File: src/rtl/riscv_zero_decode.sv
// Decode stage of the riscv_zero pipeline: splits RV64I fields, builds sign-extended
// immediates, flags illegal opcodes and registers the result toward execute.
module riscv_zero_decode #(
    parameter int XLEN      = 64,
    parameter bit HAZARD_EN = 1'b1
) (
    input  logic            clk,
    input  logic            reset,
    input  logic            branch_taken,
    input  logic            d_valid,
    output logic            d_ready,
    input  logic [31:0]     d_inst_data,
    input  logic [XLEN-1:0] d_pc,
    input  logic            e_ready,
    output logic            e_valid,
    output logic [XLEN-1:0] e_pc,
    output logic [6:0]      e_opcode,
    output logic [4:0]      e_rd,
    output logic [4:0]      e_rs1,
    output logic [4:0]      e_rs2,
    output logic [2:0]      e_funct3,
    output logic [6:0]      e_funct7,
    output logic [XLEN-1:0] e_imm,
    output logic [2:0]      e_fmt,
    output logic            e_is_load,
    output logic            e_illegal
);

    typedef enum logic [2:0] {
        FMT_R   = 3'd0,
        FMT_I   = 3'd1,
        FMT_S   = 3'd2,
        FMT_B   = 3'd3,
        FMT_U   = 3'd4,
        FMT_J   = 3'd5,
        FMT_ILL = 3'd6
    } fmt_e;

    typedef struct packed {
        logic            valid;
        logic [XLEN-1:0] pc;
        logic [6:0]      opcode;
        logic [4:0]      rd;
        logic [4:0]      rs1;
        logic [4:0]      rs2;
        logic [2:0]      funct3;
        logic [6:0]      funct7;
        logic [XLEN-1:0] imm;
        fmt_e            fmt;
        logic            is_load;
        logic            illegal;
    } e_reg_t;

    e_reg_t e_q, e_d, dec;
    logic   ready_q, ready_d;
    fmt_e   fmt;
    logic   uses_rd, uses_rs1, uses_rs2;
    logic   hazard, can_load;

    // Opcode classification; every legal opcode ends in 2'b11, so a bad
    // inst[1:0] can never match and falls through to illegal.
    always_comb begin
        fmt = FMT_ILL;
        case (d_inst_data[6:0])
            7'b0110011, 7'b0111011: fmt = FMT_R;
            7'b0010011, 7'b0011011, 7'b0000011,
            7'b1100111, 7'b1110011, 7'b0001111: fmt = FMT_I;
            7'b0100011: fmt = FMT_S;
            7'b1100011: fmt = FMT_B;
            7'b0110111, 7'b0010111: fmt = FMT_U;
            7'b1101111: fmt = FMT_J;
            default: fmt = FMT_ILL;
        endcase
    end

    always_comb begin
        uses_rd  = (fmt == FMT_R) || (fmt == FMT_I) || (fmt == FMT_U) || (fmt == FMT_J);
        uses_rs1 = (fmt == FMT_R) || (fmt == FMT_I) || (fmt == FMT_S) || (fmt == FMT_B);
        uses_rs2 = (fmt == FMT_R) || (fmt == FMT_S) || (fmt == FMT_B);

        dec         = '0;
        dec.valid   = 1'b1;
        dec.pc      = d_pc;
        dec.opcode  = d_inst_data[6:0];
        dec.rd      = uses_rd  ? d_inst_data[11:7]  : 5'd0;
        dec.rs1     = uses_rs1 ? d_inst_data[19:15] : 5'd0;
        dec.rs2     = uses_rs2 ? d_inst_data[24:20] : 5'd0;
        dec.funct3  = ((fmt == FMT_U) || (fmt == FMT_J)) ? 3'd0 : d_inst_data[14:12];
        dec.funct7  = (fmt == FMT_R) ? d_inst_data[31:25] : 7'd0;
        dec.fmt     = fmt;
        dec.is_load = (d_inst_data[6:0] == 7'b0000011);
        dec.illegal = (fmt == FMT_ILL);
        case (fmt)
            FMT_I: dec.imm = {{(XLEN-12){d_inst_data[31]}}, d_inst_data[31:20]};
            FMT_S: dec.imm = {{(XLEN-12){d_inst_data[31]}}, d_inst_data[31:25], d_inst_data[11:7]};
            FMT_B: dec.imm = {{(XLEN-13){d_inst_data[31]}}, d_inst_data[31], d_inst_data[7],
                              d_inst_data[30:25], d_inst_data[11:8], 1'b0};
            FMT_U: dec.imm = {{(XLEN-32){d_inst_data[31]}}, d_inst_data[31:12], 12'b0};
            FMT_J: dec.imm = {{(XLEN-21){d_inst_data[31]}}, d_inst_data[31], d_inst_data[19:12],
                              d_inst_data[20], d_inst_data[30:21], 1'b0};
            default: dec.imm = '0;
        endcase
    end

    // Load-use check compares the held load's rd against the raw source fields
    // of the incoming word, qualified by whether its format reads them.
    always_comb begin
        hazard = HAZARD_EN && d_valid && e_q.valid && e_q.is_load && (e_q.rd != 5'd0) &&
                 ((uses_rs1 && (e_q.rd == d_inst_data[19:15])) ||
                  (uses_rs2 && (e_q.rd == d_inst_data[24:20])));
        can_load = !e_q.valid || e_ready;
        d_ready  = ready_q && can_load && !hazard && !branch_taken;
    end

    always_comb begin
        ready_d = 1'b1;
        e_d     = e_q;
        if (branch_taken) begin
            e_d.valid = 1'b0;
        end else if (d_valid && d_ready) begin
            e_d = dec;
        end else if (can_load) begin
            e_d.valid = 1'b0;
        end
    end

    always_ff @(posedge clk or negedge reset) begin
        if (!reset) begin
            e_q     <= '0;
            ready_q <= 1'b0;
        end else begin
            e_q     <= e_d;
            ready_q <= ready_d;
        end
    end

    assign e_valid   = e_q.valid;
    assign e_pc      = e_q.pc;
    assign e_opcode  = e_q.opcode;
    assign e_rd      = e_q.rd;
    assign e_rs1     = e_q.rs1;
    assign e_rs2     = e_q.rs2;
    assign e_funct3  = e_q.funct3;
    assign e_funct7  = e_q.funct7;
    assign e_imm     = e_q.imm;
    assign e_fmt     = e_q.fmt;
    assign e_is_load = e_q.is_load;
    assign e_illegal = e_q.illegal;

endmodule

File: config.mk
export PLATFORM = sky130hd
export DESIGN_NAME = riscv_zero_decode
export DESIGN_NICKNAME = d
export VERILOG_FILES = /design/src/rtl/riscv_zero_decode.sv
export SDC_FILE = /design/constraint.sdc
export NUM_CORES = 1
export LEC_CHECK = 0
export BUFFER_PORTS_ARGS = -buffer_cell sky130_fd_sc_hd__buf_4
export CORE_ASPECT_RATIO = 1.4
export CORE_UTILIZATION = 52
export DETAILED_ROUTE_END_ITERATION = 6
export PLACE_DENSITY = 0.86
export SLEW_MARGIN = 15
export SYNTH_ARGS = -nofsm -noshare
export SYNTH_HDL_FRONTEND = slang
export SYNTH_SLANG_ARGS = --single-unit
File: constraint.sdc
create_clock -name clk -period 5.86 [get_ports clk]
set_input_delay 0.586 -clock clk [delete_from_list [all_inputs] [get_ports clk]]
set_output_delay 0.586 -clock clk [all_outputs]
set_load 0.05 [all_outputs]
==> results of run 1 <==
[cells by family (layout without fill, tap and decap cells)]
kind of cell / after synthesis / in the layout / share of synthesized area (%)
adders and majority gates: 2 / 2 / 0.399
DFF: 135 / 135 / 53.9
other: 1 / 1 / 0.0599
AOI/OAI and AO/OA: 70 / 70 / 8.91
buffers and inverters: 66 / 308 / 6.83
and+or+nand+nor: 97 / 97 / 8.27
xor gates and xnor gates: 11 / 11 / 1.54
muxes: 109 / 109 / 20.1
[worst reg2reg max path, cell delays in order (launching register included)]
cell and delay [ns]:
dfrtp_1 0.47, inv_1 0.12, nand4_1 0.10, o2111ai_1 0.19
nor3_1 0.10, o22ai_4 0.64, nand2_8 0.69, mux2_1 0.71
[flip-flops by register name (all words and copies together), names as in the netlist, 5 cells and up]
name	count
e_rs1	5
e_funct7	7
e_rs2	5
e_rd	5
e_pc	64
e_imm	32
e_opcode	7
[cell usage in the layout, fill, tap and decap left out, drive strengths merged, types with 7 or more instances in the layout]
cell type and instances:
a21oi 23, nor3 7, clkbuf 17, nor2 10, inv 20, dfrtp 135, nand4 25, a21bo 23
buf 268, nand2 28, mux2 103
[path summary, 6_finish.rpt]
| check | startpoint | endpoint |
|---|---|---|
| min in group clk | d_pc[51] | e_pc[51] |
| min | reset | e_pc[16] |
| max reg2reg | e_rd[3] | e_imm[27] |
| min reg2reg | e_imm[6] | e_imm[6] |
| max | d_inst_data[2] | e_pc[6] |
| max in group asynchronous | reset | e_pc[53] |
[metrics by stage]
stage / setup slack, ns / hold WS (ns) / cells / instance area [sq um]
2_1_floorplan: 2.65 / 0.290 / 491 / 6260
5_1_grt: 1.75 / 0.167 / 880 / 8670
6_report: 1.98 / 0.130 / 880 / 8670
3_5_place_dp: 1.64 / 0.479 / 848 / 8090
3_3_place_gp: 1.80 / 0.475 / 848 / 8090
4_1_cts: 2.07 / 0.153 / 880 / 8670
[final cells by class]
class	count	area [sq um]	share of cell area [%]
clock buffer	17	425	4.91
clock inverter	15	153	1.76
inverter	8	30.0	0.346
multi-input combinational	290	2480	28.6
sequential	135	3380	39.0
tap	147	184	2.12
timing repair buffer	268	2020	23.3
[metal layers]
layer,global-route usage (%),routed length [microns]
met1,30.2,5860
met2,48.1,8870
met3,8.13,1240
met4,12.3,566
met5,0,0
[report_power, final]
part	internal (mW)	switching [mW]	total, mW
Sequential	1.07	0.0796	1.15
Combinational	0.349	0.691	1.04
Clock	0.602	0.449	1.05
Total	2.02	1.22	3.24
==> flow_summary_export.csv, run 1 <==
group,metric,value,unit
placement,placement.io_buffers,267,
detailed_routing,drt_wl_total,16500,microns
worst_hold_path,hp-class,"in2async",
detailed_routing,wl_per_cell,18.8,microns
floorplan,die_w,94.8,microns
synthesis,synth_common_cells,"dfrtp_1 (135), mux2_2 (63), buf_4 (33)",
finish,diodes,0,
placement,dp_hpwl,11900,microns
grt,grt_max_degree,134,
finish,fin_util,73.7,%
synthesis,ys_async_sr_fraction,100,%
finish,fin_nets,823,
cts,clock_path_buffers,2,
synthesis,synthesis.area,6260,sq um
critical_path,reg2reg_slack,2.74,ns
detailed_routing,via_per_inst,5.59,
synthesis,synth_top_area_share,53.9,%
finish,n_fill_cell,800,
finish,drive_above_1_share,55.8,%
finish,syn2layout_area_growth,38.3,%
critical_path,critical_path.top_delay_family,"simple AND/OR/NAND/NOR gates",
synthesis,yosysSeqAreaShare,53.9,%
cts,htreeDepth,4,
detailed_routing,drtIter0Drc,239,
placement,routabilityCongestion,0.838,
synthesis,synth_cell_types,51,
grt,grt_overflow,0,
floorplan,die_height,132,microns
synthesis,yosysTopAreaCell,"dfrtp_1",
cts,insertion_delay,0.42,ns
cts,cts_setup_buffers,0,
power,finalPower,3.24,mW
grt,grt_usage,27.5,%
sta,finalSetupViolations,0,
cts,holdBufCountCts,0,
critical_path,cp.depth,11,
run_status,status,"completed",
synthesis,synth_edf_count,0,
detailed_routing,drc,0,
sta,finalCritPeriodShare,66.2,%
critical_path,crit_chain,"buf_4 > or2_4 > nor3_2 > inv_1 > ha_1 > o31ai_1 > a21oi_2 > nor3_1 > o22ai_4 > nand2_8 > mux2_2",
critical_path,endpoint_kind,"register",
detailed_routing,drt_pre_antenna_iters,5,
sta,clock_skew,0.0113,ns
detailed_routing,ant_nets,0,
cts,cts_tree,"yes",
cts,cts.sinks,135,
critical_path,crit_fanout,133,
synthesis,synth_ff_type,"dfrtp_1",
sta,tns,0,ns
power,ir_drop,0.258,mV
run,maxCapViolCount,0,
critical_path,crit_buf_inv,2,
floorplan,dieArea,12500,sq um
grt,grt_pass1_vias,5238,
floorplan,start_util,53.3,%
grt,antenna_found_initial,0,
synthesis,synth_seq_cells,135,
sta,rsz0062_at_grt,"false",
critical_path,arrival,4.17,ns
synthesis,netlist_instances,491,
floorplan,pin_count,268,
sta,drv_slew,0,
critical_path,rr_worst_depth,7,
sta,tightest_slew,1.09,ns
sta,fmax,258,MHz
synthesis,yosys_warnings,0,
synthesis,synth_fp_nets,594,
cts,path_clk_slew,0.06,ns
synthesis,synth.avg_cell_area,12.8,sq um
sta,hold_viol,0,
critical_path,cp_data_required_time,6.15,ns
sta,min_period,3.88,ns
cts,postCtsResizedCells,0,
cts,cts_buffers,17,
critical_path,critPathMaxStageDelay,0.78,ns
critical_path,crit_slowest_cell,"nand2_8",
power,p_leak,4.31,nW
grt,grt_pass1_wl,26200,microns
detailed_routing,num_vias,4920,
sta,maxSlewHeadroom,27.0,%
floorplan,core,11800,sq um
floorplan,rows,47,
critical_path,cp-start-kind,"primary input",
synthesis,synth_area_leaders,"dfrtp_1 (54%), mux2_2 (11%), mux2_1 (5.4%)",
synthesis,synth_most_common_cell,"dfrtp_1",
critical_path,crit_type,"in2reg",
power,powerDensity,374,nW/um^2
cts,cts_root_buffer,"clkbuf_16",
Note: power is estimated with default switching activity, not from simulation.
==> inputs of run 2 (changes only) <==
--- a/config.mk
+++ b/config.mk
@@ -5,11 +5,12 @@
 export SDC_FILE = /design/constraint.sdc
 export NUM_CORES = 1
 export LEC_CHECK = 0
+export ABC_AREA = 1
 export BUFFER_PORTS_ARGS = -buffer_cell sky130_fd_sc_hd__buf_4
 export CORE_ASPECT_RATIO = 1.4
-export CORE_UTILIZATION = 52
+export CORE_UTILIZATION = 49
 export DETAILED_ROUTE_END_ITERATION = 6
-export PLACE_DENSITY = 0.86
+export PLACE_DENSITY = 0.8
 export SLEW_MARGIN = 15
 export SYNTH_ARGS = -nofsm -noshare
 export SYNTH_HDL_FRONTEND = slang
==> constraint.sdc (replaced) <==
create_clock -name clk -period 4.1 [get_ports clk]
set_input_delay 0.41 -clock clk [delete_from_list [all_inputs] [get_ports clk]]
set_output_delay 0.41 -clock clk [all_outputs]
set_load 0.05 [all_outputs]
==> flow_summary_export.csv, run 2 <==
group,metric,value,unit
run_status,status,"completed",
grt,grt_max_degree,134,
grt,grt_pass1_wl,32300,microns
cts,path_clk_slew,0.06,ns
sta,drv_slew,0,
critical_path,cp-start-kind,"primary input",
floorplan,die_w,103,microns
synthesis,synth_area_leaders,"dfrtp_1 (49%), nand2_1 (17%), nand4_1 (13%)",
critical_path,arrival,2.84,ns
sta,min_period,3.25,ns
sta,rsz0062_at_grt,"false",
grt,grt_overflow,0,
sta,maxSlewHeadroom,37.4,%
placement,placement.io_buffers,267,
synthesis,synth_cell_types,33,
detailed_routing,ant_nets,0,
critical_path,crit_chain,"buf_4 > nand2_1 > inv_2 > nand2_1 > nor2_2 > inv_1 > ha_1 > inv_1 > nor2_1 > nand2_4 > nand2_2 > o21ai_2 > o21bai_2 > a21boi_0 > buf_4",
floorplan,dieArea,14600,sq um
synthesis,yosys_warnings,0,
sta,finalSetupViolations,0,
cts,holdBufCountCts,0,
sta,hold_viol,0,
finish,multiInputGateArea,2800,sq um
floorplan,start_util,50.0,%
critical_path,crit_fanout,17,
cts,cts_buffers,17,
finish,mostFrequentLayoutCells,"nand2_1 (321), buf_4 (271), nand4_1 (148)",
critical_path,cp_data_required_time,3.69,ns
detailed_routing,drt_pre_antenna_iters,6,
critical_path,endpoint_kind,"output pin",
sta,tightest_slew,0.939,ns
floorplan,core,13800,sq um
detailed_routing,via_per_inst,5.28,
cts,cts_setup_buffers,0,
floorplan,die_height,143,microns
grt,grt_usage,28.7,%
cts,clock_path_buffers,2,
power,powerDensity,471,nW/um^2
synthesis,synth_top_area_share,48.8,%
finish,regArea,3380,sq um
cts,cts_tree,"yes",
detailed_routing,num_vias,6697,
cts,insertion_delay,0.42,ns
detailed_routing,drt_wl_total,20700,microns
cts,cts.sinks,135,
synthesis,ys_async_sr_fraction,100,%
power,p_leak,5.25,nW
synthesis,synth_seq_cells,135,
synthesis,synth_fp_nets,976,
critical_path,rr_worst_depth,10,
synthesis,yosysTopAreaCell,"dfrtp_1",
cts,cts_root_buffer,"clkbuf_16",
sta,clock_skew,0.00898,ns
detailed_routing,wl_per_cell,16.3,microns
synthesis,yosysSeqAreaShare,48.8,%
worst_hold_path,hp-class,"in2async",
grt,antenna_found_initial,0,
power,ir_drop,0.250,mV
run,maxCapViolCount,0,
finish,drive_above_1_share,30.2,%
sta,fmax,308,MHz
cts,htreeDepth,4,
finish,n_fill_cell,1138,
sta,tns,0,ns
finish,diodes,0,
floorplan,rows,51,
cts,postCtsResizedCells,0,
synthesis,synth_most_common_cell,"nand2_1",
synthesis,synth_ff_type,"dfrtp_1",
sta,whs,0.0299,ns
synthesis,synthesis.area,6930,sq um
detailed_routing,drc,0,
synthesis,synth_common_cells,"nand2_1 (321), nand4_1 (148), dfrtp_1 (135)",
critical_path,reg2reg_from,"e_rd[1]",
sta,finalCritPeriodShare,79.2,%
critical_path,rr_endpoint,"e_funct7[1]",
finish,largest_register_ffs,64,
critical_path,critPathMaxStageDelay,0.29,ns
synthesis,synth_edf_count,0,
synthesis,synth.avg_cell_area,7.94,sq um
synthesis,netlist_instances,873,
finish,syn2layout_area_growth,34.7,%
grt,grt_pass1_vias,6310,
floorplan,pin_count,268,
placement,routabilityCongestion,0.871,
placement,dp_hpwl,13800,microns
critical_path,reg2reg_slack,1.75,ns
finish,mostFrequentLayoutCell,"nand2_1",
finish,fin_nets,1173,
critical_path,crit_slowest_cell,"o21ai_2",
critical_path,crit_type,"in2out",
detailed_routing,drtIter0Drc,394,
[run 2: cell count changes after synthesis, sizes merged, moves of 5 or more]
cell,change
mux2i,-6
nand4,+123
buf,+16
clkbuf,+23
o22ai,-5
nor3,-6
nand2,+297
a21bo,-23
mux2,-103
inv,+42
nor2,+47
nand3,+15
a21oi,-5
[run 2: metal layers]
metal / up-vias / GRT usage (%) / share of wire (%)
li1: 3251 / - / -
met1: 3130 / 35.5 / 40
met2: 259 / 47.5 / 51
met3: 57 / 5.58 / 5.2
met4: 0 / 13.5 / 4.0
met5: - / 0 / 0
[run 2: worst max-delay path: cells and delay by family]
kind	cells	cell delay (ns)
compound gates	3	0.66
fa+ha+maj	1	0.27
buf+inv	5	0.72
simple gates	6	0.76
[run 2: cell families after synthesis]
family | count (synthesis) | synth area share [%]
adders and majority gates | 2 | 0.361
DFF | 135 | 48.8
xor gates and xnor gates | 9 | 1.14
AOI/OAI and AO/OA | 25 | 2.19
and+or+nand+nor | 553 | 36.5
buffers and inverters | 148 | 11.0
other | 1 | 0.0541
[run 2: worst max-delay path by stage]
| stage | from | depth (start not counted) | endpoint |
|---|---|---|---|
| after floorplan | d_inst_data[2] | 14 | d_ready |
| after global placement | d_inst_data[0] | 18 | e_imm[25] |
| after detailed placement | d_inst_data[0] | 18 | e_funct7[1] |
| after CTS | d_inst_data[0] | 15 | d_ready |
| after global routing | d_inst_data[0] | 15 | d_ready |
| final | d_inst_data[0] | 15 | d_ready |
[run 2: final cells by class]
type,count,share of cell area [%]
multi-input cells,590,30.0
clock inverters,14,2.11
flip-flops and latches,135,36.2
well taps,185,2.48
inverters,51,2.08
clock buffers,18,4.60
repair buffers,275,22.6
[run 2: through the flow]
stage	setup slack [ns]	cells	total power, mW	cell area [sq um]	utilization, %
6_report	0.855	1268	4.39	9330	67.4
5_1_grt	0.561	1268	4.57	9330	67.4
4_1_cts	0.879	1268	4.42	9330	67.4
3_5_place_dp	0.698	1236	2.79	8700	62.9
3_3_place_gp	0.801	1236	2.78	8700	62.9
2_1_floorplan	0.505	873	2.36	6930	-
[run 2: power breakdown]
group | internal, mW | switching (mW)
Sequential | 1.48 | 0.0888
Combinational | 0.344 | 0.857
Clock | 1.02 | 0.599
Total | 2.85 | 1.54
